File: config.mk
export PLATFORM = sky130hd
export DESIGN_NAME = leaf_stream_drain
export DESIGN_NICKNAME = d
export VERILOG_FILES = /design/src/rtl/leaf_stream_pkg.sv /design/src/rtl/leaf_fifo.sv /design/src/rtl/leaf_stream_drain.sv
export SDC_FILE = /design/constraint.sdc
export NUM_CORES = 1
export LEC_CHECK = 0
export CAP_MARGIN = 20
export CORE_ASPECT_RATIO = 0.9
export CORE_MARGIN = 4
export CORE_UTILIZATION = 63
export DETAILED_ROUTE_END_ITERATION = 10
export DONT_BUFFER_PORTS = 1
export PLACE_DENSITY_LB_ADDON = 0.2
export SLEW_MARGIN = 20
export SYNTH_ARGS = -nofsm -noshare
export SYNTH_HDL_FRONTEND = slang
export SYNTH_HIERARCHICAL = 1
export SYNTH_SLANG_ARGS = --single-unit
File: constraint.sdc
create_clock -name clk -period 20.7 [get_ports clk]
set_clock_uncertainty 0.05 [all_clocks]
set_input_delay 4.14 -clock clk [delete_from_list [all_inputs] [get_ports clk]]
set_output_delay 4.14 -clock clk [all_outputs]
set_load 0.02 [all_outputs]
File: src/rtl/leaf_stream_pkg.sv
// Shared constants and FSM state type for the leaf stream drain.
// Optional checksum beat is enabled with the LEAF_STREAM_CHECKSUM_EN macro.
package leaf_stream_pkg;

  localparam int LEAF_W         = 198;
  localparam int ID_W           = 8;
  localparam int BEAT_W         = 32;
  localparam int CNT_W          = 16;
  localparam int NUM_DATA_BEATS = 7;
  localparam int ENTRY_W        = ID_W + LEAF_W;

  localparam logic [7:0] HDR_MAGIC = 8'hA5;
  localparam logic [2:0] LAST_IDX  = 3'(NUM_DATA_BEATS - 1);

  typedef enum logic [1:0] {
    IDLE = 2'd0,
    HDR  = 2'd1,
    DATA = 2'd2,
    CSUM = 2'd3
  } state_e;

endpackage

File: src/rtl/leaf_fifo.sv
// Synchronous FIFO for {leaf_id, leaf_data} entries.
// Pointers carry an extra wrap bit; full/empty are registered flags so the
// upstream ready depends only on flop outputs.
module leaf_fifo #(
  parameter int DEPTH = 4,
  parameter int WIDTH = 206
) (
  input  logic             clk,
  input  logic             reset,
  input  logic             i_push,
  input  logic [WIDTH-1:0] i_din,
  input  logic             i_pop,
  output logic [WIDTH-1:0] o_dout,
  output logic             o_full,
  output logic             o_empty
);

  localparam int AW = $clog2(DEPTH);

  logic [WIDTH-1:0] r_mem [DEPTH];
  logic [AW:0]      r_wr_ptr;
  logic [AW:0]      r_rd_ptr;
  logic             r_full;
  logic             r_empty;
  logic             w_do_push;
  logic             w_do_pop;
  logic [AW:0]      w_wr_nxt;
  logic [AW:0]      w_rd_nxt;

  assign w_do_push = i_push && !r_full;
  assign w_do_pop  = i_pop && !r_empty;
  assign w_wr_nxt  = r_wr_ptr + (AW+1)'(w_do_push);
  assign w_rd_nxt  = r_rd_ptr + (AW+1)'(w_do_pop);

  assign o_dout  = r_mem[r_rd_ptr[AW-1:0]];
  assign o_full  = r_full;
  assign o_empty = r_empty;

  // Pointer and flag update; flags derived from next-state pointers.
  always_ff @(posedge clk or posedge reset) begin
    if (reset) begin
      r_wr_ptr <= '0;
      r_rd_ptr <= '0;
      r_full   <= 1'b0;
      r_empty  <= 1'b1;
    end else begin
      r_wr_ptr <= w_wr_nxt;
      r_rd_ptr <= w_rd_nxt;
      r_full   <= (w_wr_nxt[AW] != w_rd_nxt[AW]) &&
                  (w_wr_nxt[AW-1:0] == w_rd_nxt[AW-1:0]);
      r_empty  <= (w_wr_nxt == w_rd_nxt);
    end
  end

  // Storage write; contents need no reset since pointers gate visibility.
  always_ff @(posedge clk) begin
    if (w_do_push) r_mem[r_wr_ptr[AW-1:0]] <= i_din;
  end

endmodule

File: src/rtl/leaf_stream_drain.sv
// Leaf stream drain: buffers retired leaf matrices and serialises each one as
// a header beat plus seven 32-bit data beats on a valid/ready stream.
// Define LEAF_STREAM_CHECKSUM_EN to append an XOR checksum beat per frame.
module leaf_stream_drain
  import leaf_stream_pkg::*;
#(
  parameter int FIFO_DEPTH = 4
) (
  input  logic          clk,
  input  logic          reset,
  input  logic          leaf_valid,
  output logic          leaf_ready,
  input  logic [197:0]  leaf_data,
  input  logic [7:0]    leaf_id,
  output logic          m_valid,
  input  logic          m_ready,
  output logic [31:0]   m_data,
  output logic          m_last,
  output logic [15:0]   frame_count,
  output logic          busy
);

`ifdef LEAF_STREAM_CHECKSUM_EN
  localparam bit CSUM_EN = 1'b1;
`else
  localparam bit CSUM_EN = 1'b0;
`endif

  logic               w_full;
  logic               w_empty;
  logic               w_push;
  logic               w_pop;
  logic               w_hs;
  logic               w_final;
  logic [ENTRY_W-1:0] w_fifo_din;
  logic [ENTRY_W-1:0] w_fifo_dout;
  logic [CNT_W-1:0]   w_seq;
  logic [BEAT_W-1:0]  w_hdr;
  logic [2:0]         w_idx_nxt;
  state_e             r_state;
  state_e             w_next;
  logic [2:0]         r_idx;
  logic [LEAF_W-1:0]  r_shift;
  logic               r_m_valid;
  logic [BEAT_W-1:0]  r_m_data;
  logic               r_m_last;
  logic [CNT_W-1:0]   r_frame_count;
`ifdef LEAF_STREAM_CHECKSUM_EN
  logic [BEAT_W-1:0]  r_csum;
`endif

  assign w_push     = leaf_valid && !w_full;
  assign w_fifo_din = {leaf_id, leaf_data};
  assign leaf_ready = !w_full;

  leaf_fifo #(
    .DEPTH (FIFO_DEPTH),
    .WIDTH (ENTRY_W)
  ) u_fifo (
    .clk     (clk),
    .reset   (reset),
    .i_push  (w_push),
    .i_din   (w_fifo_din),
    .i_pop   (w_pop),
    .o_dout  (w_fifo_dout),
    .o_full  (w_full),
    .o_empty (w_empty)
  );

  assign w_hs      = r_m_valid && m_ready;
  assign w_final   = w_hs && r_m_last;
  // A header loaded on the final-beat edge must already see the incremented count.
  assign w_seq     = r_frame_count + CNT_W'(w_final);
  assign w_hdr     = {HDR_MAGIC, w_fifo_dout[ENTRY_W-1 -: ID_W], w_seq};
  assign w_idx_nxt = (r_state == DATA) ? (r_idx + 3'd1) : 3'd0;

  assign m_valid     = r_m_valid;
  assign m_data      = r_m_data;
  assign m_last      = r_m_last;
  assign frame_count = r_frame_count;
  assign busy        = !w_empty || (r_state != IDLE);

  // FSM state register.
  always_ff @(posedge clk or posedge reset) begin
    if (reset) r_state <= IDLE;
    else       r_state <= w_next;
  end

  // Next-state and FIFO pop decision; a pop always loads a fresh header.
  always_comb begin
    w_next = r_state;
    w_pop  = 1'b0;
    case (r_state)
      IDLE: begin
        if (!w_empty) begin
          w_pop  = 1'b1;
          w_next = HDR;
        end
      end
      HDR: begin
        if (w_hs) w_next = DATA;
      end
      DATA, CSUM: begin
        if (w_final) begin
          w_pop  = !w_empty;
          w_next = w_empty ? IDLE : HDR;
        end
`ifdef LEAF_STREAM_CHECKSUM_EN
        else if (w_hs && (r_state == DATA) && (r_idx == LAST_IDX)) begin
          w_next = CSUM;
        end
`endif
      end
      default: w_next = IDLE;
    endcase
  end

  // Output beat register, beat index and frame counter; beats hold while stalled.
  always_ff @(posedge clk or posedge reset) begin
    if (reset) begin
      r_m_valid     <= 1'b0;
      r_m_data      <= '0;
      r_m_last      <= 1'b0;
      r_idx         <= 3'd0;
      r_frame_count <= '0;
    end else begin
      if (w_final) r_frame_count <= r_frame_count + 16'd1;
      if (w_pop) begin
        r_m_valid <= 1'b1;
        r_m_data  <= w_hdr;
        r_m_last  <= 1'b0;
        r_idx     <= 3'd0;
      end else if (w_final) begin
        r_m_valid <= 1'b0;
        r_m_last  <= 1'b0;
      end else if (w_hs) begin
        if ((r_state == DATA) && (r_idx == LAST_IDX)) begin
`ifdef LEAF_STREAM_CHECKSUM_EN
          r_m_data <= r_csum;
          r_m_last <= 1'b1;
`endif
        end else begin
          r_m_data <= r_shift[BEAT_W-1:0];
          r_m_last <= (w_idx_nxt == LAST_IDX) && !CSUM_EN;
          r_idx    <= w_idx_nxt;
        end
      end
    end
  end

  // Leaf shift register: low beat is the next data beat to present.
  always_ff @(posedge clk) begin
    if (w_pop) begin
      r_shift <= w_fifo_dout[LEAF_W-1:0];
    end else if (w_hs && ((r_state == HDR) || (r_state == DATA))) begin
      r_shift <= r_shift >> BEAT_W;
    end
  end

`ifdef LEAF_STREAM_CHECKSUM_EN
  // Running XOR of every beat presented so far in the frame.
  always_ff @(posedge clk) begin
    if (w_pop) begin
      r_csum <= w_hdr;
    end else if (w_hs && ((r_state == HDR) ||
                          ((r_state == DATA) && (r_idx != LAST_IDX)))) begin
      r_csum <= r_csum ^ r_shift[BEAT_W-1:0];
    end
  end
`endif

endmodule

==> results of run 1 <==
-- metrics by stage --
stage | worst slack, ns | std cells
2_1_floorplan | 0.210 | 2183
3_3_place_gp | 13.66 | 2952
3_5_place_dp | 13.56 | 2952
4_1_cts | 14.17 | 3139
5_1_grt | 14.04 | 3139
6_report | 14.18 | 3139
-- metal layers --
| layer | routed length, um | up-vias | global-route usage, % |
|---|---|---|---|
| li1 | - | 8403 | - |
| met1 | 31800 | 9931 | 32.4 |
| met2 | 39200 | 619 | 36.5 |
| met3 | 7110 | 115 | 7.62 |
| met4 | 1860 | 0 | 5.92 |
| met5 | 0 | - | 0 |
-- cells by family (layout without fill, tap and decap cells) --
kind of cell / count (synthesis) / count (layout) / synth area share, %
mux: 224 / 224 / 11.7
simple gates: 673 / 673 / 6.72
fa+ha+maj: 14 / 14 / 0.424
flops: 1085 / 1085 / 78.2
compound gates: 37 / 37 / 0.643
buf+inv: 118 / 219 / 1.64
xor+xnor: 32 / 32 / 0.697
-- power groups by stage --
| stage | Combinational, mW | Sequential [mW] | Clock (mW) |
|---|---|---|---|
| after global routing | 0.337 | 2.82 | 1.99 |
| final | 0.313 | 2.80 | 1.85 |
| after global placement | 0.321 | 2.82 | 0 |
| after floorplan | 0.205 | 2.92 | 0 |
| after detailed placement | 0.319 | 2.84 | 0 |
| after CTS | 0.320 | 2.80 | 1.88 |
-- area by class of cell --
class	instances	area (um^2)
multi-input combinational	980	8360
fill	3957	19200
clock buffer	134	2770
tap	855	1070
inverter	10	48.8
clock inverter	53	574
timing repair buffer	22	231
sequential	1085	32300
-- cell usage in the layout, fill, tap and decap left out, types with 16 or more instances in the layout --
| cell | synthesis | final |
|---|---|---|
| and2_1 | 32 | 32 |
| buf_4 | 2 | 16 |
| clkbuf_1 | 20 | 27 |
| clkbuf_16 | 0 | 106 |
| clkinv_1 | 0 | 19 |
| dfrtp_1 | 62 | 60 |
| edfxtp_1 | 1022 | 1022 |
| mux2i_1 | 17 | 17 |
| mux4_2 | 206 | 206 |
| nand2_1 | 564 | 563 |
| nor2_1 | 22 | 21 |
| xnor2_1 | 23 | 23 |
-- worst paths after layout --
path                                           end   startpoint  slack (ns)
max in group asynchronous               m_data[30]        reset       16.71
worst max-delay path                u_fifo/o_empty      m_ready       14.18
min in group asynchronous       u_fifo/r_wr_ptr[2]        reset        3.28
worst min register to register          m_data[31]  r_shift[31]        0.44
worst max register to register      u_fifo/o_empty   r_state[0]       16.64
worst min-delay path                    m_data[31]  r_shift[31]        0.44
-- registers in the layout, summed over array words and instances (netlist names) --
register / flops
u_fifo/r_mem: 824
r_shift: 198
m_data: 32
frame_count: 16
r_idx: 3
u_fifo/r_rd_ptr: 3
u_fifo/r_wr_ptr: 3
r_state: 2
m_last: 1
m_valid: 1
u_fifo/o_empty: 1
u_fifo/o_full: 1
-- worst max-delay path, stage by stage --
cell,delay [ns]
o2111a_1,0.14
o21ai_4,0.16
buf_12,0.47
inv_8,0.47
nor2b_1,0.31
ha_1,0.18
ha_1,0.19
xor2_1,0.25
xor2_1,0.22
nor2b_1,0.20
==> metrics.md, run 1 <==
| Metric | Value |
|---|---|
| Clock transition at path regs | approximately 0.060 ns |
| Clk_lat worst skew | around 0.65 ns |
| CP Class | primary input to flop |
| Worst Tran Pin Value | around 1.3 ns |
| Post-Syn Instances | 2,183 |
| MaxCap Viol Count | 0 |
| Reg2reg path depth | 12 |
| Cts hold-fix bufs | 0 |
| Drt via density | 6.07 |
| H-tree depth | 3 |
| Syn Area/Cell | 18.9 um^2 |
| Main flop type after synthesis | edfxtp_1 |
| Distinct cell type count after synthesis | 52 |
| Gpl congestion | 0.941 |
| Yosys Warn Count | 6 |
| Crit. End Element | flop |
| Chip Width | 278 um |
| Mapped Area | 41,300 um^2 |
| Arr. time, crit path | 7.04 ns |
| Sequential share of the synthesized area | 78.2% |
| Worst-path maximum fanout | ~170 |
| Ys async rst share | under 10% |
| ANT nets after route | 0 |
| Pleak | 14.5 nW |
| Most instantiated cells after synthesis | edfxtp_1, nand2_1, mux4_2 |
| Final Cycle Share | 31.5% |
| CTS tree | done |
| Routed len/inst | 25.5 um |
| Setup Fix Bufs, Post-CTS | 0 |
| Port-buffer cells | 0 |
| Peak supply drop | roughly 0.00008 V |
| Switching pwr | 1.05 mW |
| Pwr dens | 109 nW/um^2 |
| DRC viols | 0 |
| Final Critical Period | 6.52 ns |
| Synthesized net count | about 2,400 |
| Number of DRC markers in iteration 0 | 1,534 |
| Critical Path RT | around 21 ns |
| Fraction of layout instances using a drive strength above 1 | 17.1% |
| Post-route cell area | 45,300 um^2 |
| Die ar. | 69,700 um^2 |
| Vias in the first global route | 20,000 |
| Final core occ | 70.2% |
| Area Overhead vs Synth | 9.83% |
| Area after DPL | 42,000 um^2 |
| Io pins | 262 |
| First-pass GRT wire length | 123 mm |
| EDFF count, synth | 1,022 |
| Clock Path Buffers | 3 |
| Max Clk Rate | 153 MHz |
| CTS resizes | 0 |
| CP Launch Type | primary input |
| Slew HR | 13.6% |
| RSZ-0062 raised after global routing | false |
| Ranking of synthesized cells by area | edfxtp_1, mux4_2, nand2_1 |
| Worst hold path cell count | 2 |
| Seq pwr share | 56.4% |
| Rows | 88 |
| P_int | 3.91 mW |
| Pins Over Slew Limit | 0 |
| Clk pwr share | 37.3% |
| Chip Height | 251 um |
| Fin Hold WS | roughly 0.44 ns |
| Grt ovf | 0 |
| Setup tns final | 0 ns |
| Tot Pwr | 4.96 mW |
| Final Net Count | 2,426 |
| Total CTS buffers | 103 |
| Most common cell in the netlist | edfxtp_1 |
| Synth area leader | edfxtp_1 |
| Status | finished, final reports clean |
| GRT Overall Usage | 23.2% |
| CTS Root Cell | clkbuf_16 |
| DR vias | 19,100 |
| Core area | 64,500 um^2 |
| Final HPWL DP | between 40 and 50 mm |
| FF+latch count, synth | 1,085 |
| Initial Util | 64.0% |
| Initial antenna violation count | 0 |
| CTS Sinks | 1,085 |
| Diode count | 0 |
| Hold Vio Cnt, Final | 0 |
| Worst min path class | flop to flop |
| Total iterations of the first detailed-routing run | 6 |
| Setup-failing EPs final | 0 |
| Gate power share | 6.3% |
| Final WL | 80.0 mm |
| Switching share of power | 21.1% |
| Largest net degree at the start of global routing | 172 |
| Yosys top cell area share | between 70% and 80% |
(Power assumes the default switching activity.)
==> run 2: changes to the inputs <==
- clock period: 20.7 -> 6.5 ns (I/O delays scaled with it)
==> run 2 against run 1 <==
Effect of this change:
- clock power rose to 3.1 times the previous value
- flip-flop and latch count did not move
- register-to-register slack got worse by 14 ns
- die area did not move
- sequential power rose to 3.2 times the previous value
- hold slack got worse by 0.026 ns
- total power rose to 3.2 times the previous value
==> metrics.md, run 2 (synthesis results as in run 1) <==
| Metric | Value |
|---|---|
| CTS Root Cell | clkbuf_16 |
| Die ar. | 69,700 um^2 |
| CP max stage cell | buf_4 |
| Setup tns final | 0 ns |
| Worst-path maximum fanout | 76 |
| Drt via density | about 6.1 |
| Vias in the first global route | 19,900 |
| Gpl congestion | roughly 0.9 |
| First-pass GRT wire length | ~120 mm |
| Initial Util | a little under two thirds |
| CTS resizes | 0 |
| Max Clk Rate | 274 MHz |
| Number of DRC markers in iteration 0 | 1,698 |
| GRT Overall Usage | 23.3% |
| CP Class | flop to flop |
| Chip Width | 278 um |
| Grt ovf | 0 |
| Dpl ws | roughly 2.6 ns |
| Inst Count DP | ~3,000 |
| ANT nets after route | 0 |
| Area Overhead vs Synth | 9.92% |
| Largest net degree at the start of global routing | 157 |
| Finished Layout Cells | ~3,100 |
| H-tree depth | 3 |
| Final Cycle Share | between 50% and 60% |
| Most frequent cells in the layout | edfxtp_1, nand2_1, mux4_2 |
| Hold Vio Cnt, Final | 0 |
| Commonest non-fill, non-tap cell in the layout | edfxtp_1 |
| Setup-failing EPs final | 0 |
| RSZ-0062 raised after global routing | false |
| DR vias | 19,200 |
| Fraction of layout instances using a drive strength above 1 | around 17% |
| Final HPWL DP | 45.0 mm |
| Pwr dens | 347 nW/um^2 |
| Peak supply drop | 0.000254 V |
| CP cell instances | inv_1 > ha_1 > o2111a_1 > o21ai_4 > buf_4 > inv_8 > nor2b_1 > ha_1 > ha_1 > xor2_1 > xor2_1 > nor2b_1 |
| Chip Height | between 200 and 300 um |
| CP Launch Type | flop |
| Max reg flops | about 800 |
| Port-buffer cells | 0 |
| Cts hold-fix bufs | 0 |
| DRC viols | 0 |
| Clock transition at path regs | 0.07 ns |
| Crit. End Element | flop |
| Clk_lat worst skew | 0.64 ns |
| Setup Fix Bufs, Post-CTS | 0 |
| CTS tree | done |
| Worst Tran Pin Value | 0.995 ns |
| Routed len/inst | 25.5 um |
| Status | finished, final reports clean |
| Final WL | 79.9 mm |
| CTS Sinks | 1,085 |
| Critical path's largest stage delay | 0.58 ns |
| Pins Over Slew Limit | 0 |
| # fillers | between 3,000 and 4,000 |
| Final Net Count | 2,425 |
| CP dominant cell by count | ha_1 |
| Final Critical Period | 3.66 ns |
| Io pins | 262 |
| Slew HR | between 30 and 40% |
| MaxCap Viol Count | 0 |
| Pleak | 14.5 nW |
| Total CTS buffers | 102 |
| Core area | about 65,000 um^2 |
| Critical Path RT | about 7 ns |
| Diode count | 0 |
| Clock Path Buffers | 3 |
| Total iterations of the first detailed-routing run | 5 |
| Setup ws final | roughly 2.8 ns |
| Initial antenna violation count | 1 |
| Worst min path class | flop to flop |
| Arr. time, crit path | 4.18 ns |
| Rows | 88 |
[run 2: stage by stage]
stage / instance area [um^2] / utilization (%) / power (mW) / hold slack [ns]
after CTS: 45400 / 70.3 / 15.9 / 0.416
after global routing: 45400 / 70.3 / 16.3 / 0.441
after floorplan: 41300 / - / 9.73 / 0.389
final: 45400 / 70.3 / 15.7 / 0.411
after detailed placement: 42100 / 65.2 / 10.1 / 0.402
after global placement: 42100 / 65.2 / 10.0 / 0.397
[run 2: worst paths after layout]
check	to	slack, ns	start	cells after the start
setup / recovery	u_fifo/o_empty	2.84	r_state[0]	12
hold / removal	m_data[31]	0.41	r_shift[31]	2
setup reg to reg	u_fifo/o_empty	2.84	r_state[0]	12
hold reg to reg	m_data[31]	0.41	r_shift[31]	2
max in group asynchronous	m_data[0]	5.23	reset	2
min in group asynchronous	u_fifo/r_rd_ptr[1]	0.45	reset	1
[run 2: report_power, final]
group	total [mW]	internal, mW	leakage, nW	switching (mW)
Clock	5.78	3.36	1.61	2.42
Sequential	8.90	8.70	9.54	0.204
Combinational	1.03	0.303	3.37	0.728
Total	15.7	12.4	14.5	3.35
[run 2: worst max-delay path: cells and delay by family, from the launching register on]
| kind | cells | cell delay, ns |
|---|---|---|
| flip-flops | 1 | 0.39 |
| AND/OR/NAND/NOR | 2 | 0.40 |
| buffers and inverters | 3 | 1.00 |
| adder cells (fa/ha/maj) | 3 | 0.71 |
| XOR/XNOR | 2 | 0.47 |
| AO/OA/AOI/OAI | 2 | 0.44 |
[run 2: per-layer routing]
metal / track usage (%) / wire length [um]
met1: 32.5 / 31700
met2: 36.7 / 39300
met3: 6.93 / 6880
met4: 6.66 / 2070
met5: 0 / 0
[run 2: layout make-up]
cell class | count | area, um^2 | share of cell area [%]
Timing Repair Buffer | 22 | 303 | 0.668
Tap cell | 855 | 1070 | 2.36
Inverter | 10 | 46.3 | 0.102
Clock inverter | 63 | 568 | 1.25
Clock buffer | 124 | 2720 | 5.99
Sequential cell | 1085 | 32300 | 71.2
Multi-Input combinational cell | 980 | 8380 | 18.5
